<file path="config.mk">
export PLATFORM = sky130hd
export DESIGN_NAME = seg7_frame_decoder
export DESIGN_NICKNAME = d
export VERILOG_FILES = /design/src/rtl/seg7_pkg.sv /design/src/rtl/seg7_frame_decoder_pattern.sv /design/src/rtl/seg7_frame_decoder.sv
export SDC_FILE = /design/constraint.sdc
export NUM_CORES = 1
export LEC_CHECK = 0
export ABC_AREA = 1
export BUFFER_PORTS_ARGS = -buffer_cell sky130_fd_sc_hd__buf_2
export CORE_ASPECT_RATIO = 0.7
export CORE_MARGIN = 4
export CORE_UTILIZATION = 50
export CTS_CLUSTER_DIAMETER = 200
export DETAILED_ROUTE_END_ITERATION = 12
export GPL_TIMING_DRIVEN = 0
export PLACE_DENSITY = 0.74
export RECOVER_POWER = 25
export SYNTH_ARGS = -nofsm -noshare
export SYNTH_HDL_FRONTEND = slang
export SYNTH_SLANG_ARGS = --single-unit
</file>
<file path="constraint.sdc">
create_clock -name clk -period 5.05 [get_ports clk]
set_input_delay 0 -clock clk [delete_from_list [all_inputs] [get_ports clk]]
set_output_delay 0 -clock clk [all_outputs]
set_load 0.005 [all_outputs]
</file>
<file path="src/rtl/seg7_pkg.sv">
// Shared 7-segment definitions: active-low segment patterns for hex digits
// (same encoding as the forward encoder path) and the reverse decode function.
package seg7_pkg;

    localparam logic [6:0] SEG_0 = 7'h40;
    localparam logic [6:0] SEG_1 = 7'h79;
    localparam logic [6:0] SEG_2 = 7'h24;
    localparam logic [6:0] SEG_3 = 7'h30;
    localparam logic [6:0] SEG_4 = 7'h19;
    localparam logic [6:0] SEG_5 = 7'h12;
    localparam logic [6:0] SEG_6 = 7'h02;
    localparam logic [6:0] SEG_7 = 7'h78;
    localparam logic [6:0] SEG_8 = 7'h00;
    localparam logic [6:0] SEG_9 = 7'h10;
    localparam logic [6:0] SEG_A = 7'h08;
    localparam logic [6:0] SEG_B = 7'h03;
    localparam logic [6:0] SEG_C = 7'h46;
    localparam logic [6:0] SEG_D = 7'h21;
    localparam logic [6:0] SEG_E = 7'h06;
    localparam logic [6:0] SEG_F = 7'h0E;

    typedef struct packed {
        logic       err;
        logic [3:0] nibble;
    } seg7_decode_t;

    typedef enum logic {CAP_WAIT, CAP_LOCKED} cap_state_t;
    typedef enum logic {OUT_EMPTY, OUT_FULL} out_state_t;

    // Patterns outside the hex table decode to nibble 0 with err raised.
    function automatic seg7_decode_t seg7_decode(input logic [6:0] seg_n);
        seg7_decode_t r;
        r.err    = 1'b0;
        r.nibble = 4'h0;
        case (seg_n)
            SEG_0:   r.nibble = 4'h0;
            SEG_1:   r.nibble = 4'h1;
            SEG_2:   r.nibble = 4'h2;
            SEG_3:   r.nibble = 4'h3;
            SEG_4:   r.nibble = 4'h4;
            SEG_5:   r.nibble = 4'h5;
            SEG_6:   r.nibble = 4'h6;
            SEG_7:   r.nibble = 4'h7;
            SEG_8:   r.nibble = 4'h8;
            SEG_9:   r.nibble = 4'h9;
            SEG_A:   r.nibble = 4'hA;
            SEG_B:   r.nibble = 4'hB;
            SEG_C:   r.nibble = 4'hC;
            SEG_D:   r.nibble = 4'hD;
            SEG_E:   r.nibble = 4'hE;
            SEG_F:   r.nibble = 4'hF;
            default: r.err    = 1'b1;
        endcase
        return r;
    endfunction

endpackage

</file>
<file path="src/rtl/seg7_frame_decoder_pattern.sv">
// Combinational reverse decoder: active-low segment pattern to hex nibble
// plus an illegal-pattern flag.
module seg7_pattern_decode
    import seg7_pkg::*;
(
    input  logic [6:0] seg_n,
    output logic [3:0] nibble,
    output logic       err
);

    seg7_decode_t dec;

    always_comb begin
        dec    = seg7_decode(seg_n);
        nibble = dec.nibble;
        err    = dec.err;
    end

endmodule

</file>
<file path="src/rtl/seg7_frame_decoder.sv">
// Reads back a multiplexed 7-segment display: debounces each strobed digit,
// decodes it and hands out one word per complete frame over valid/ready.
module seg7_frame_decoder
    import seg7_pkg::*;
#(
    parameter int NUM_DIGITS    = 4,
    parameter int STABLE_CYCLES = 3
) (
    input  logic                    clk,
    input  logic                    rst_n,
    input  logic [6:0]              seg_n,
    input  logic [NUM_DIGITS-1:0]   dig_sel,
    output logic [4*NUM_DIGITS-1:0] out_value,
    output logic [NUM_DIGITS-1:0]   out_err,
    output logic                    out_valid,
    input  logic                    out_ready,
    output logic                    overrun
);

    localparam logic [7:0] STABLE_LAST = 8'(STABLE_CYCLES - 1);

    logic [6:0]              seg_q, prev_seg;
    logic [NUM_DIGITS-1:0]   dig_q, prev_dig;
    logic [7:0]              cnt, cnt_eff;
    cap_state_t              cap_state;
    out_state_t              out_state;
    logic [NUM_DIGITS-1:0]   seen, slot_err, capture_mask;
    logic [4*NUM_DIGITS-1:0] slot_value;
    logic [3:0]              dec_nibble;
    logic                    dec_err;
    logic                    same, onehot, capture, frame_done;

    seg7_pattern_decode u_decode (
        .seg_n  (seg_q),
        .nibble (dec_nibble),
        .err    (dec_err)
    );

    // A sample that differs from its predecessor counts as the first stable
    // cycle, so STABLE_CYCLES=1 captures on the first valid sample.
    always_comb begin
        same         = (seg_q == prev_seg) && (dig_q == prev_dig);
        onehot       = $onehot(dig_q);
        cnt_eff      = same ? cnt + 8'd1 : 8'd0;
        capture      = (cap_state == CAP_WAIT) && onehot && (cnt_eff == STABLE_LAST);
        capture_mask = capture ? dig_q : '0;
        frame_done   = &seen;
    end

    always_ff @(posedge clk or negedge rst_n) begin
        if (!rst_n) begin
            seg_q    <= '0;
            dig_q    <= '0;
            prev_seg <= '0;
            prev_dig <= '0;
        end else begin
            seg_q    <= seg_n;
            dig_q    <= dig_sel;
            prev_seg <= seg_q;
            prev_dig <= dig_q;
        end
    end

    always_ff @(posedge clk or negedge rst_n) begin
        if (!rst_n) begin
            cap_state <= CAP_WAIT;
            cnt       <= '0;
        end else begin
            case (cap_state)
                CAP_WAIT: begin
                    if (!onehot) begin
                        cnt <= '0;
                    end else if (capture) begin
                        cnt       <= '0;
                        cap_state <= CAP_LOCKED;
                    end else begin
                        cnt <= cnt_eff;
                    end
                end
                CAP_LOCKED: begin
                    if (!same) begin
                        cnt       <= '0;
                        cap_state <= CAP_WAIT;
                    end
                end
                default: begin
                    cnt       <= '0;
                    cap_state <= CAP_WAIT;
                end
            endcase
        end
    end

    // seen restarts on the edge a complete frame is consumed, but a capture
    // landing on that same edge still counts toward the next frame.
    always_ff @(posedge clk or negedge rst_n) begin
        if (!rst_n) begin
            seen       <= '0;
            slot_value <= '0;
            slot_err   <= '0;
        end else begin
            seen <= (frame_done ? '0 : seen) | capture_mask;
            for (int i = 0; i < NUM_DIGITS; i++) begin
                if (capture_mask[i]) begin
                    slot_value[4*i +: 4] <= dec_nibble;
                    slot_err[i]          <= dec_err;
                end
            end
        end
    end

    always_ff @(posedge clk or negedge rst_n) begin
        if (!rst_n) begin
            out_state <= OUT_EMPTY;
            out_value <= '0;
            out_err   <= '0;
            out_valid <= 1'b0;
            overrun   <= 1'b0;
        end else begin
            overrun <= 1'b0;
            case (out_state)
                OUT_EMPTY: begin
                    if (frame_done) begin
                        out_value <= slot_value;
                        out_err   <= slot_err;
                        out_valid <= 1'b1;
                        out_state <= OUT_FULL;
                    end
                end
                OUT_FULL: begin
                    if (frame_done) begin
                        if (out_ready) begin
                            out_value <= slot_value;
                            out_err   <= slot_err;
                        end else begin
                            overrun <= 1'b1;
                        end
                    end else if (out_ready) begin
                        out_valid <= 1'b0;
                        out_state <= OUT_EMPTY;
                    end
                end
                default: begin
                    out_valid <= 1'b0;
                    out_state <= OUT_EMPTY;
                end
            endcase
        end
    end

endmodule

</file>
==> impl_metrics.py <==
metrics = {
    "synthesis": {
        "netlist.area_leader.share_pct": 53.61,
        "synth_cells": 393,
        "yosysWarnings": 0,
        "yosys.area.top_type": "dfrtp_1",
        "yosysSeqAreaShare_pct": 53.61,
        "synth.distinct_cells": 32,
        "synth_edf_count": 0,
        "synth_flop_cell": "dfrtp_1",
        "syn_nets": 413,
        "ys_seq_elements": 78,
        "syn_area_sq_um": 3641,
        "postSynth.asyncResetShare_pct": 100.0,
        "synthTopCellsByArea": "dfrtp_1, nand2_1, mux2_2, nand4_1, inv_1",
        "syn_area_per_cell_sq_um": 9.265,
    },
    "global_routing": {
        "grtUsageMet2_pct": 27.06,
        "antenna_found_initial": 0,
        "use_met1_pct": 27.73,
        "overflow": 0,
        "gr-max-usage-layer": "met1",
        "met3_usage_pct": 5.012,
        "grt_pass1_wl_mm": 12.65,
        "grt_pass1_vias": 2623,
        "grt_max_degree": 58,
        "grtUsageTotal_pct": 18.91,
    },
    "timing": {
        "finalSetupViolCount": 0,
        "finalCriticalPeriod_ns": 2.992,
        "period_share_pct": 59.26,
        "slew_violations": 0,
        "hold_viol": 0,
        "worst_slew_pin_slew_ns": 1.289,
        "max_freq_ghz": 0.3342,
        "rsz0062_at_grt": "no",
        "finClkSkew_ns": 0.01086,
        "slew_headroom_pct": 14.04,
        "hold-worst-slack_ns": 0.2780,
        "setup_tns_ns": 0,
    },
    "cts": {
        "cts_root_buffer": "clkbuf_8",
        "numCtsBuffers": 9,
        "clkLatencyLatePin_ns": 0.36,
        "cts_max_path_buffers": 2,
        "cts_tree": "done",
        "htreeDepth": 3,
        "post-cts-setup-buffer-count": 0,
        "cts_repair_resize_count": 0,
        "cts_sinks": 78,
        "clk_pin_slew_ns": 0.08,
    },
    "detailed_routing": {
        "route.vias.total": 2835,
        "drt_pass1_iterations": 5,
        "ant_nets": 0,
        "viasPerCell": 5.136,
        "drt_wl_total_mm": 7.266,
        "routedWlPerCell_microns": 13.16,
        "drc": 0,
        "drt_iter0_drc": 160,
    },
    "power": {
        "power_leakage_uw": 0.002354,
        "ir_worst_vdd_mv": 0.1520,
        "power.density_nw_per_um2": 283.4,
    },
    "cells_and_area": {
        "n_antenna_cell": 0,
        "drive_gt1_share_pct": 21.62,
        "final_core_util_pct": 62.15,
        "syn_to_final_growth_pct": 18.01,
        "layout.nets": 473,
        "final_cell_mix": "nand2_1, dfrtp_1, buf_2, inv_1",
        "final_common_cell": "nand2_1",
    },
    "min_path": {
        "min_path_cells": 2,
        "min_path_type": "in -> reg",
    },
    "critical_path": {
        "startpoint_type": "register",
        "crit_type": "reg -> reg",
        "critical_path.endpoint_type": "register",
        "worstPathArrival_ns": 3.27,
        "required_ns": 5.32,
        "r2r.worst_path.cells": 11,
        "critPathMaxFanout": 8,
    },
    "placed_design": {
        "io_buffers": 35,
        "dp_hpwl_mm": 5.411,
        "place_congestion": 0.8701,
    },
    "floorplanning": {
        "fp.dieH_microns": 79.40,
        "core_area_sq_um": 6913,
        "num_io_pins": 36,
        "std_cell_rows": 25,
        "dieArea_sq_um": 8733,
        "die_w_microns": 110.0,
        "start_util_pct": 52.67,
    },
    "run_status": {
        "status": "finished, final reports clean",
    },
    "job": {
        "maxCapViolCount": 0,
    },
}
power by group:
part	leakage [uW]	internal, uW	switching (uW)	total [uW]
registers	0.00104	634	8.62	643
clock network	0.000103	244	236	480
logic	0.00121	33.8	61.2	95.0
total	0.00235	912	306	1220
worst max-delay path: stages (launching register included):
cell and delay [ns]:
dfrtp_1 0.37, buf_2 0.21, inv_2 0.06, fa_1 0.49, inv_1 0.04, ha_1 0.17
ha_1 0.30, nor4_4 0.50, inv_1 0.20, nor2_1 0.32, nand3_1 0.13, o21ai_0 0.10
cells by family after synthesis:
kind of cell	Yosys count	synth area share [%]
AO/OA/AOI/OAI	14	2.543
XOR/XNOR	5	1.409
adder cells (fa/ha/maj)	6	2.268
buffers and inverters	49	5.876
flip-flops	78	53.61
multiplexers	20	6.186
AND/OR/NAND/NOR	221	28.11
per-stage QoR:
stage          total power (uW)  std cells  setup slack, ns  cell area (sq um)
2_1_floorplan             707.9        393            2.446               3641
3_3_place_gp              736.7        522            2.102               3934
3_5_place_dp              744.0        523            2.053               3964
4_1_cts                    1231        552            2.047               4300
5_1_grt                    1270        552            1.855               4297
6_report                   1218        552            2.058               4297
state kept, by name, summed over array words and instances, names as in the netlist:
signal and flops:
overrun 1, out_err 4, out_valid 1, slot_err 4, cap_state 1, prev_seg 7
dig_q 4, seen 4, seg_q 7, out_value 16, slot_value 16, prev_dig 4
out_state 1, cnt 8
layer usage:
metal	wire length (microns)	part of all wire [%]	vias to the layer above
met5	0	0	-
li1	-	-	1401
met3	444	6.1	11
met2	3226	44	84
met1	3492	48	1339
met4	102	1.4	0
layout make-up:
type                            count  area, sq um
Buffer                             12        75.07
Clock inverter                      6        68.82
Clock buffer                       10        137.6
Timing Repair Buffer               49        331.6
Multi-Input combinational cell    266         1475
Fill cell                         579         2616
Inverter                           37        138.9
Sequential cell                    78         1952
Tap cell                           94        117.6
final timing paths:
path,startpoint,to,slack [ns]
setup / recovery,dig_q[1],cnt[7],2.06
hold / removal,seg_n[1],seg_q[1],0.28
setup reg to reg,dig_q[1],cnt[7],2.06
hold reg to reg,dig_q[3],prev_dig[3],0.37
max in group asynchronous,rst_n,prev_seg[6],3.74
min in group asynchronous,rst_n,cnt[6],0.44
synth_stat cells, types with 4 or more instances:
| cell | n |
|---|---|
| nand2_1 | 130 |
| dfrtp_1 | 78 |
| inv_1 | 31 |
| nand4_1 | 27 |
| nor2_1 | 27 |
| nand3_1 | 21 |
| mux2_2 | 20 |
| buf_2 | 6 |
| inv_2 | 6 |
| ha_1 | 5 |
| o21ai_0 | 5 |
| nand4_2 | 4 |
| nor3_1 | 4 |
what timing repair did:
item / 4_1_cts / 5_1_grt
setup endpoints to repair: 0 / 0
hold buffers: 13 / 0
endpoints found under the hold margin: 91 / 0
Note: power is estimated with default switching activity, not from simulation.
